**src/rtl/display_pkg.sv**
```systemverilog
// Shared definitions for the display colour encode/decode path.
package display_pkg;

  // Bits per colour channel and width of the sweep cycle counter.
  localparam int unsigned cyclewidth_default = 8;

  // Lane index of each channel within the 3-bit rgb stream.
  localparam int unsigned lane_r = 2;
  localparam int unsigned lane_g = 1;
  localparam int unsigned lane_b = 0;

  typedef enum logic [0:0] {
    IDLE,
    ACCUM
  } state_e;

endpackage

```
**src/rtl/display_channel_counter.sv**
```systemverilog
// Per-channel high-sample counter with monotonicity tracking and n-1 decode.
// value/bad reflect the state including the sample presented this cycle, so
// the parent can register them on the same edge the last sample is accepted.
module display_channel_counter
  import display_pkg::*;
#(
  parameter int unsigned cyclewidth = cyclewidth_default
) (
  input  logic                  clk,
  input  logic                  rst,
  input  logic                  clear,
  input  logic                  en,
  input  logic                  din,
  output logic [cyclewidth-1:0] value,
  output logic                  bad
);

  localparam logic [cyclewidth:0] one = (cyclewidth + 1)'(1);

  // Counter is one bit wider: a full-intensity channel is high on all 2^w cycles.
  logic [cyclewidth:0] cnt_q, cnt_d;
  logic                seen_low_q, seen_low_d;
  logic                bad_q, bad_d;
  logic [cyclewidth:0] dec;

  // Next-state: clear restarts the sweep and counts the current sample.
  always_comb begin
    cnt_d      = cnt_q;
    seen_low_d = seen_low_q;
    bad_d      = bad_q;
    if (clear) begin
      cnt_d      = din ? one : '0;
      seen_low_d = ~din;
      bad_d      = 1'b0;
    end else if (en) begin
      if (din) begin
        cnt_d = cnt_q + one;
        if (seen_low_q) bad_d = 1'b1;
      end else begin
        seen_low_d = 1'b1;
      end
    end
  end

  // Decode: n high samples means pixel n-1, except n == 0 means pixel 0.
  always_comb begin
    dec   = (cnt_d == '0) ? '0 : cnt_d - one;
    value = dec[cyclewidth-1:0];
    bad   = bad_d;
  end

  // Channel state registers.
  always_ff @(posedge clk or posedge rst) begin
    if (rst) begin
      cnt_q      <= '0;
      seen_low_q <= 1'b0;
      bad_q      <= 1'b0;
    end else begin
      cnt_q      <= cnt_d;
      seen_low_q <= seen_low_d;
      bad_q      <= bad_d;
    end
  end

endmodule

```
**src/rtl/display_color_decoder.sv**
```systemverilog
// Reconstructs packed RGB pixels from one full sweep of encoded rgb bits.
module display_color_decoder
  import display_pkg::*;
#(
  parameter int unsigned cyclewidth = cyclewidth_default
) (
  input  logic                    clk,
  input  logic                    rst,
  input  logic                    in_valid,
  input  logic [cyclewidth-1:0]   in_cycle,
  input  logic [2:0]              in_rgb,
  output logic                    out_valid,
  output logic [3*cyclewidth-1:0] out_pixel,
  output logic                    out_error,
  output logic                    out_abort
);

  localparam logic [cyclewidth-1:0] last_cycle = '1;
  localparam logic [cyclewidth-1:0] one_cycle  = cyclewidth'(1);

  state_e                state;
  logic [cyclewidth-1:0] expected;

  logic                  start;  // clear counters and count this sample
  logic                  en;     // in-sequence sample inside a sweep
  logic                  done;   // in-sequence sample that closes the sweep
  logic                  abort;  // sequence break inside a sweep

  logic [cyclewidth-1:0] value [3];
  logic [2:0]            bad;

  // Classify the current sample against the sweep state.
  always_comb begin
    start = 1'b0;
    en    = 1'b0;
    done  = 1'b0;
    abort = 1'b0;
    unique case (state)
      IDLE: begin
        start = in_valid && (in_cycle == '0);
      end
      ACCUM: begin
        if (in_valid) begin
          if (in_cycle == expected) begin
            en   = 1'b1;
            done = (in_cycle == last_cycle);
          end else begin
            abort = 1'b1;
            start = (in_cycle == '0);
          end
        end
      end
      default: ;
    endcase
  end

  for (genvar gi = 0; gi < 3; gi++) begin : g_chan
    display_channel_counter #(
      .cyclewidth(cyclewidth)
    ) u_counter (
      .clk  (clk),
      .rst  (rst),
      .clear(start),
      .en   (en),
      .din  (in_rgb[gi]),
      .value(value[gi]),
      .bad  (bad[gi])
    );
  end

  // Sweep FSM, expected-cycle tracking and registered outputs.
  always_ff @(posedge clk or posedge rst) begin
    if (rst) begin
      state     <= IDLE;
      expected  <= '0;
      out_valid <= 1'b0;
      out_error <= 1'b0;
      out_abort <= 1'b0;
      out_pixel <= '0;
    end else begin
      out_valid <= done;
      out_abort <= abort;
      out_error <= done && (|bad);
      if (done) begin
        out_pixel <= {value[lane_r], value[lane_g], value[lane_b]};
      end
      if (start) begin
        state    <= ACCUM;
        expected <= one_cycle;
      end else if (en) begin
        // Wraps to 0 after the last cycle; unused once back in IDLE.
        expected <= expected + one_cycle;
        if (done) state <= IDLE;
      end else if (abort) begin
        state <= IDLE;
      end
    end
  end

endmodule

```
**config.mk**
```make
export PLATFORM = sky130hd
export DESIGN_NAME = display_color_decoder
export DESIGN_NICKNAME = d
export VERILOG_FILES = /design/src/rtl/display_pkg.sv /design/src/rtl/display_channel_counter.sv /design/src/rtl/display_color_decoder.sv
export SDC_FILE = /design/constraint.sdc
export NUM_CORES = 1
export LEC_CHECK = 0
export CORE_AREA = 3 3 90 92
export CTS_BUF_LIST = sky130_fd_sc_hd__clkbuf_2 sky130_fd_sc_hd__clkbuf_4 sky130_fd_sc_hd__clkbuf_8
export DETAILED_ROUTE_END_ITERATION = 6
export DIE_AREA = 0 0 93 95
export DONT_BUFFER_PORTS = 1
export PLACE_DENSITY = 0.76
export SYNTH_ARGS = -nofsm -noshare
export SYNTH_HDL_FRONTEND = slang
export SYNTH_SLANG_ARGS = --single-unit
```
**constraint.sdc**
```tcl
create_clock -name clk -period 3 [get_ports clk]
set_clock_uncertainty 0.1 [all_clocks]
set_input_delay 0.9 -clock clk [delete_from_list [all_inputs] [get_ports clk]]
set_output_delay 0.9 -clock clk [all_outputs]
set_load 0.01 [all_outputs]
```
==> parameters.txt <==
Parameter                              Value

Worst setup path
  Worst Path Required    3.18 ns
  Critical setup path kind    primary input to flop
  Type of origin of the critical path    primary input
  Nature of the critical path endpoint    flop
  Worst-path fanout max    5
  Worst stage delay on the critical path    between 0.4 and 0.5 ns
  Worst path arrival time    3.08 ns
  Ordered cell list for the critical path    xnor2_4 > nand4_2 > o31ai_2 > a21oi_2 > nor3_2 > inv_1 > ha_1 > o211ai_1 > or4b_1 > a31oi_1
  Crit-path slowest cell    sky130_fd_sc_hd__or4b_1
  Largest delay contributor family on the critical path    simple AND/OR/NAND/NOR gates
  Combined buffer and inverter count along the critical path    1

Finish
  Layout Cell Area excl Fill    5070 µm²
  Final net count    524
  Count of antenna diodes in the layout    0
  Layout cells sized above 1    around 28%
  Layout overhead on the synthesized area    26.6%

Logic synthesis
  Total nets after synthesis    452
  Count of yosys warnings during synthesis    0
  Sequential-to-total area share from yosys stat    ~43%
  Cell area after synthesis    4000 µm²
  Synthesized instance count    428
  Flop and latch count out of synthesis    69
  Count of flip-flops with a built-in enable after synthesis    0
  Share of async-settable or async-resettable flops after synthesis    100%
  Main synth FF type    sky130_fd_sc_hd__dfrtp_1
  Count of different cell masters after synthesis    64
  Average cell area after synthesis    just over 9 µm²

Clock network
  Buffer levels on the longest clock path    2
  Clock input transition at the sequential cells of the worst setup and hold paths    around 0.080 ns
  CTS tree    built
  Clock insertion delay at the later pin of the skew report    0.36 ns
  Number of sinks driven by the clock tree    slightly below 70
  Root buf cell    sky130_fd_sc_hd__clkbuf_8
  Level count of the clock H-tree    3
  Number of buffers created by CTS    9

Route
  Total wirelength of the detailed-routed design    between 10 and 15 mm
  Number of vias after detailed routing    3554
  Drt via density    5.88
  Post-route DRC    0
  Final routed wire length divided by cell count    17.5 µm
  Number of violations reported at the end of detailed-routing iteration 0    ~190
  Antenna-violating nets left    0
  Number of optimization iterations in the first detailed-route pass    5

Power
  Peak supply drop    0.000206 V
  Pwr per Cell Area    approximately 340 nW/µm²
  Leak Pwr    2.29 nW

Timing
  Final setup fails    0
  Transition time at the pin with the least slew margin    roughly 0.53 ns
  Tightest slew margin relative to the limit    ~65%
  Share of the clock period used by the worst path    96.7%
  Final hold viol count    0
  Post-route minimum period    2.90 ns
  Total Negative Setup Slacks    0 ns
  Number of slew-limit violations in the final report    0
  Post-layout worst setup margin    ~0.1 ns
  FMAX    0.345 GHz
  Smallest hold slack    0.353 ns

Job
  Max_cap viols    0

Global route
  Via count of the first global-routing pass    about 3500
  GRT Resource Usage Total    25.3%
  Initial antenna violation count    0
  Wire length of the first global-routing pass    17.2 mm
  GRT overflow    0
  Largest net degree at the start of global routing    26

Placed design
  Post-placement worst setup slack    -0.232 ns
  Placement-stage cell area    4850 µm²
  PortBufs    0
  Routability congestion estimate    0.927
  Post-detail-place hpwl    7.91 mm

Die
  Vertical die dimension    about 95 µm
  # IOs    41
  Core footprint    7290 µm²
  Starting utilization of the core area    54.9%
  Die X    93 µm
  Cell Rows    31
  Die ar.    8840 µm²

Run status
  Run status    finished clean

Min path
  Hold/Removal Path Class    primary input to async pin
final timing paths:
path	start	endpoint	slack, ns	cells after the start
min in group clk	g_chan[2].u_counter.seen_low_q$_DFFE_PP0P_	g_chan[2].u_counter.seen_low_q$_DFFE_PP0P_	0.39	2
worst max register to register	expected[4]$_DFFE_PP0P_	out_pixel[15]$_DFFE_PP0P_	0.15	10
max in group asynchronous	rst	g_chan[0].u_counter.cnt_q[8]$_DFF_PP0_	1.71	2
worst min-delay path	rst	out_pixel[17]$_DFFE_PP0P_	0.35	1
worst min register to register	g_chan[2].u_counter.seen_low_q$_DFFE_PP0P_	g_chan[2].u_counter.seen_low_q$_DFFE_PP0P_	0.39	2
worst max-delay path	in_cycle[0]	out_pixel[15]$_DFFE_PP0P_	0.1	10
layout make-up:
| class | count | area, µm² |
|---|---|---|
| clock inverter | 5 | 35.0 |
| multi-input combinational | 320 | 2330 |
| clock buffer | 11 | 145 |
| tap | 99 | 124 |
| inverter | 16 | 60.1 |
| fill | 590 | 2220 |
| sequential | 69 | 1730 |
| timing repair buffer | 84 | 643 |
through the flow:
step | util (%) | power, mW | instances
floorplan | - | 1.02 | 428
global placement | 66.6 | 1.04 | 586
detailed placement | 66.6 | 1.05 | 586
CTS | 69.0 | 1.75 | 602
global route | 69.5 | 1.80 | 604
finish | 69.5 | 1.74 | 604
synth_stat cells, types with 2 or more instances:
| cell | instances | area [µm²] |
|---|---|---|
| sky130_fd_sc_hd__buf_2 | 9 | 45.0 |
| sky130_fd_sc_hd__a21oi_2 | 3 | 26.3 |
| sky130_fd_sc_hd__mux2i_1 | 2 | 20.0 |
| sky130_fd_sc_hd__and3_1 | 7 | 43.8 |
| sky130_fd_sc_hd__a21oi_1 | 12 | 60.1 |
| sky130_fd_sc_hd__xor2_1 | 13 | 114 |
| sky130_fd_sc_hd__and4_1 | 5 | 43.8 |
| sky130_fd_sc_hd__nor2_1 | 36 | 135 |
| sky130_fd_sc_hd__nand4_1 | 16 | 100 |
| sky130_fd_sc_hd__a31oi_1 | 6 | 37.5 |
| sky130_fd_sc_hd__o211ai_1 | 3 | 22.5 |
| sky130_fd_sc_hd__nand3_1 | 11 | 55.1 |
| sky130_fd_sc_hd__inv_2 | 2 | 7.51 |
| sky130_fd_sc_hd__or4_1 | 3 | 22.5 |
| sky130_fd_sc_hd__or2_2 | 3 | 18.8 |
| sky130_fd_sc_hd__clkbuf_1 | 10 | 37.5 |
| sky130_fd_sc_hd__buf_1 | 2 | 7.51 |
| sky130_fd_sc_hd__dfrtp_1 | 69 | 1730 |
| sky130_fd_sc_hd__or4b_1 | 2 | 20.0 |
| sky130_fd_sc_hd__o21ai_0 | 10 | 50.1 |
| sky130_fd_sc_hd__o31ai_1 | 12 | 90.1 |
| sky130_fd_sc_hd__nor3b_1 | 2 | 15.0 |
| sky130_fd_sc_hd__nor4_1 | 12 | 75.1 |
| sky130_fd_sc_hd__xnor2_1 | 32 | 280 |
| sky130_fd_sc_hd__o21ai_1 | 18 | 90.1 |
| sky130_fd_sc_hd__nand4_2 | 2 | 25.0 |
| sky130_fd_sc_hd__nor3_1 | 13 | 65.1 |
| sky130_fd_sc_hd__nor3_2 | 3 | 30.0 |
| sky130_fd_sc_hd__ha_1 | 10 | 125 |
| sky130_fd_sc_hd__and2_1 | 4 | 25.0 |
| sky130_fd_sc_hd__a22o_1 | 2 | 17.5 |
| sky130_fd_sc_hd__buf_4 | 2 | 15.0 |
| sky130_fd_sc_hd__inv_1 | 14 | 52.6 |
| sky130_fd_sc_hd__nand2_1 | 48 | 180 |
power breakdown:
part           switching [mW]  internal (mW)  total [mW]  leakage, nW
Sequential            0.00456          0.933       0.938        0.963
Clock                   0.372          0.333       0.705       0.0931
Combinational          0.0532         0.0392      0.0924         1.23
cells by family (layout without fill, tap and decap cells):
family / Yosys count / count (layout) / synth area share, %
XOR/XNOR: 45 / 45 / 9.84
multiplexers: 2 / 2 / 0.500
AO/OA/AOI/OAI: 87 / 87 / 16.0
flip-flops: 69 / 69 / 43.1
AND/OR/NAND/NOR: 175 / 176 / 23.0
buffers and inverters: 40 / 116 / 4.41
adder cells (fa/ha/maj): 10 / 10 / 3.13
layer usage:
metal | vias to the layer above | GRT usage, % | part of all wire [%]
li1 | 1684 | - | -
met1 | 1733 | 30.6 | 42
met2 | 113 | 43.9 | 51
met3 | 24 | 6.06 | 5.4
met4 | 0 | 9.28 | 1.9
met5 | - | 0 | 0
flip-flops by register name, indices dropped and copies added, names as in the netlist:
name	flops
expected	8
g_chan.u_counter.bad_q	3
g_chan.u_counter.cnt_q	27
g_chan.u_counter.seen_low_q	3
out_abort	1
out_error	1
out_pixel	24
out_valid	1
state	1
placed cells by master (no fill, tap or decap), drive strengths merged, types with 3 or more instances in the layout:
master,n
and4,5
inv,17
nor2,36
xnor2,32
clkinv,3
nand2,48
nand3,12
clkbuf,11
nand4,19
and3,7
nor4,13
xor2,13
nor3,16
and2,4
ha,10
dfrtp,69
or2,4
o31ai,14
or4,3
buf,84
o211ai,4
a31oi,8
o21ai,28
a21oi,15
what timing repair did:
item,CTS,global route
endpoints found under the setup margin,0,11
hold buffers,0,0
setup buffers,0,1
gates resized for setup,0,2
Note: power is estimated with default switching activity, not from simulation.
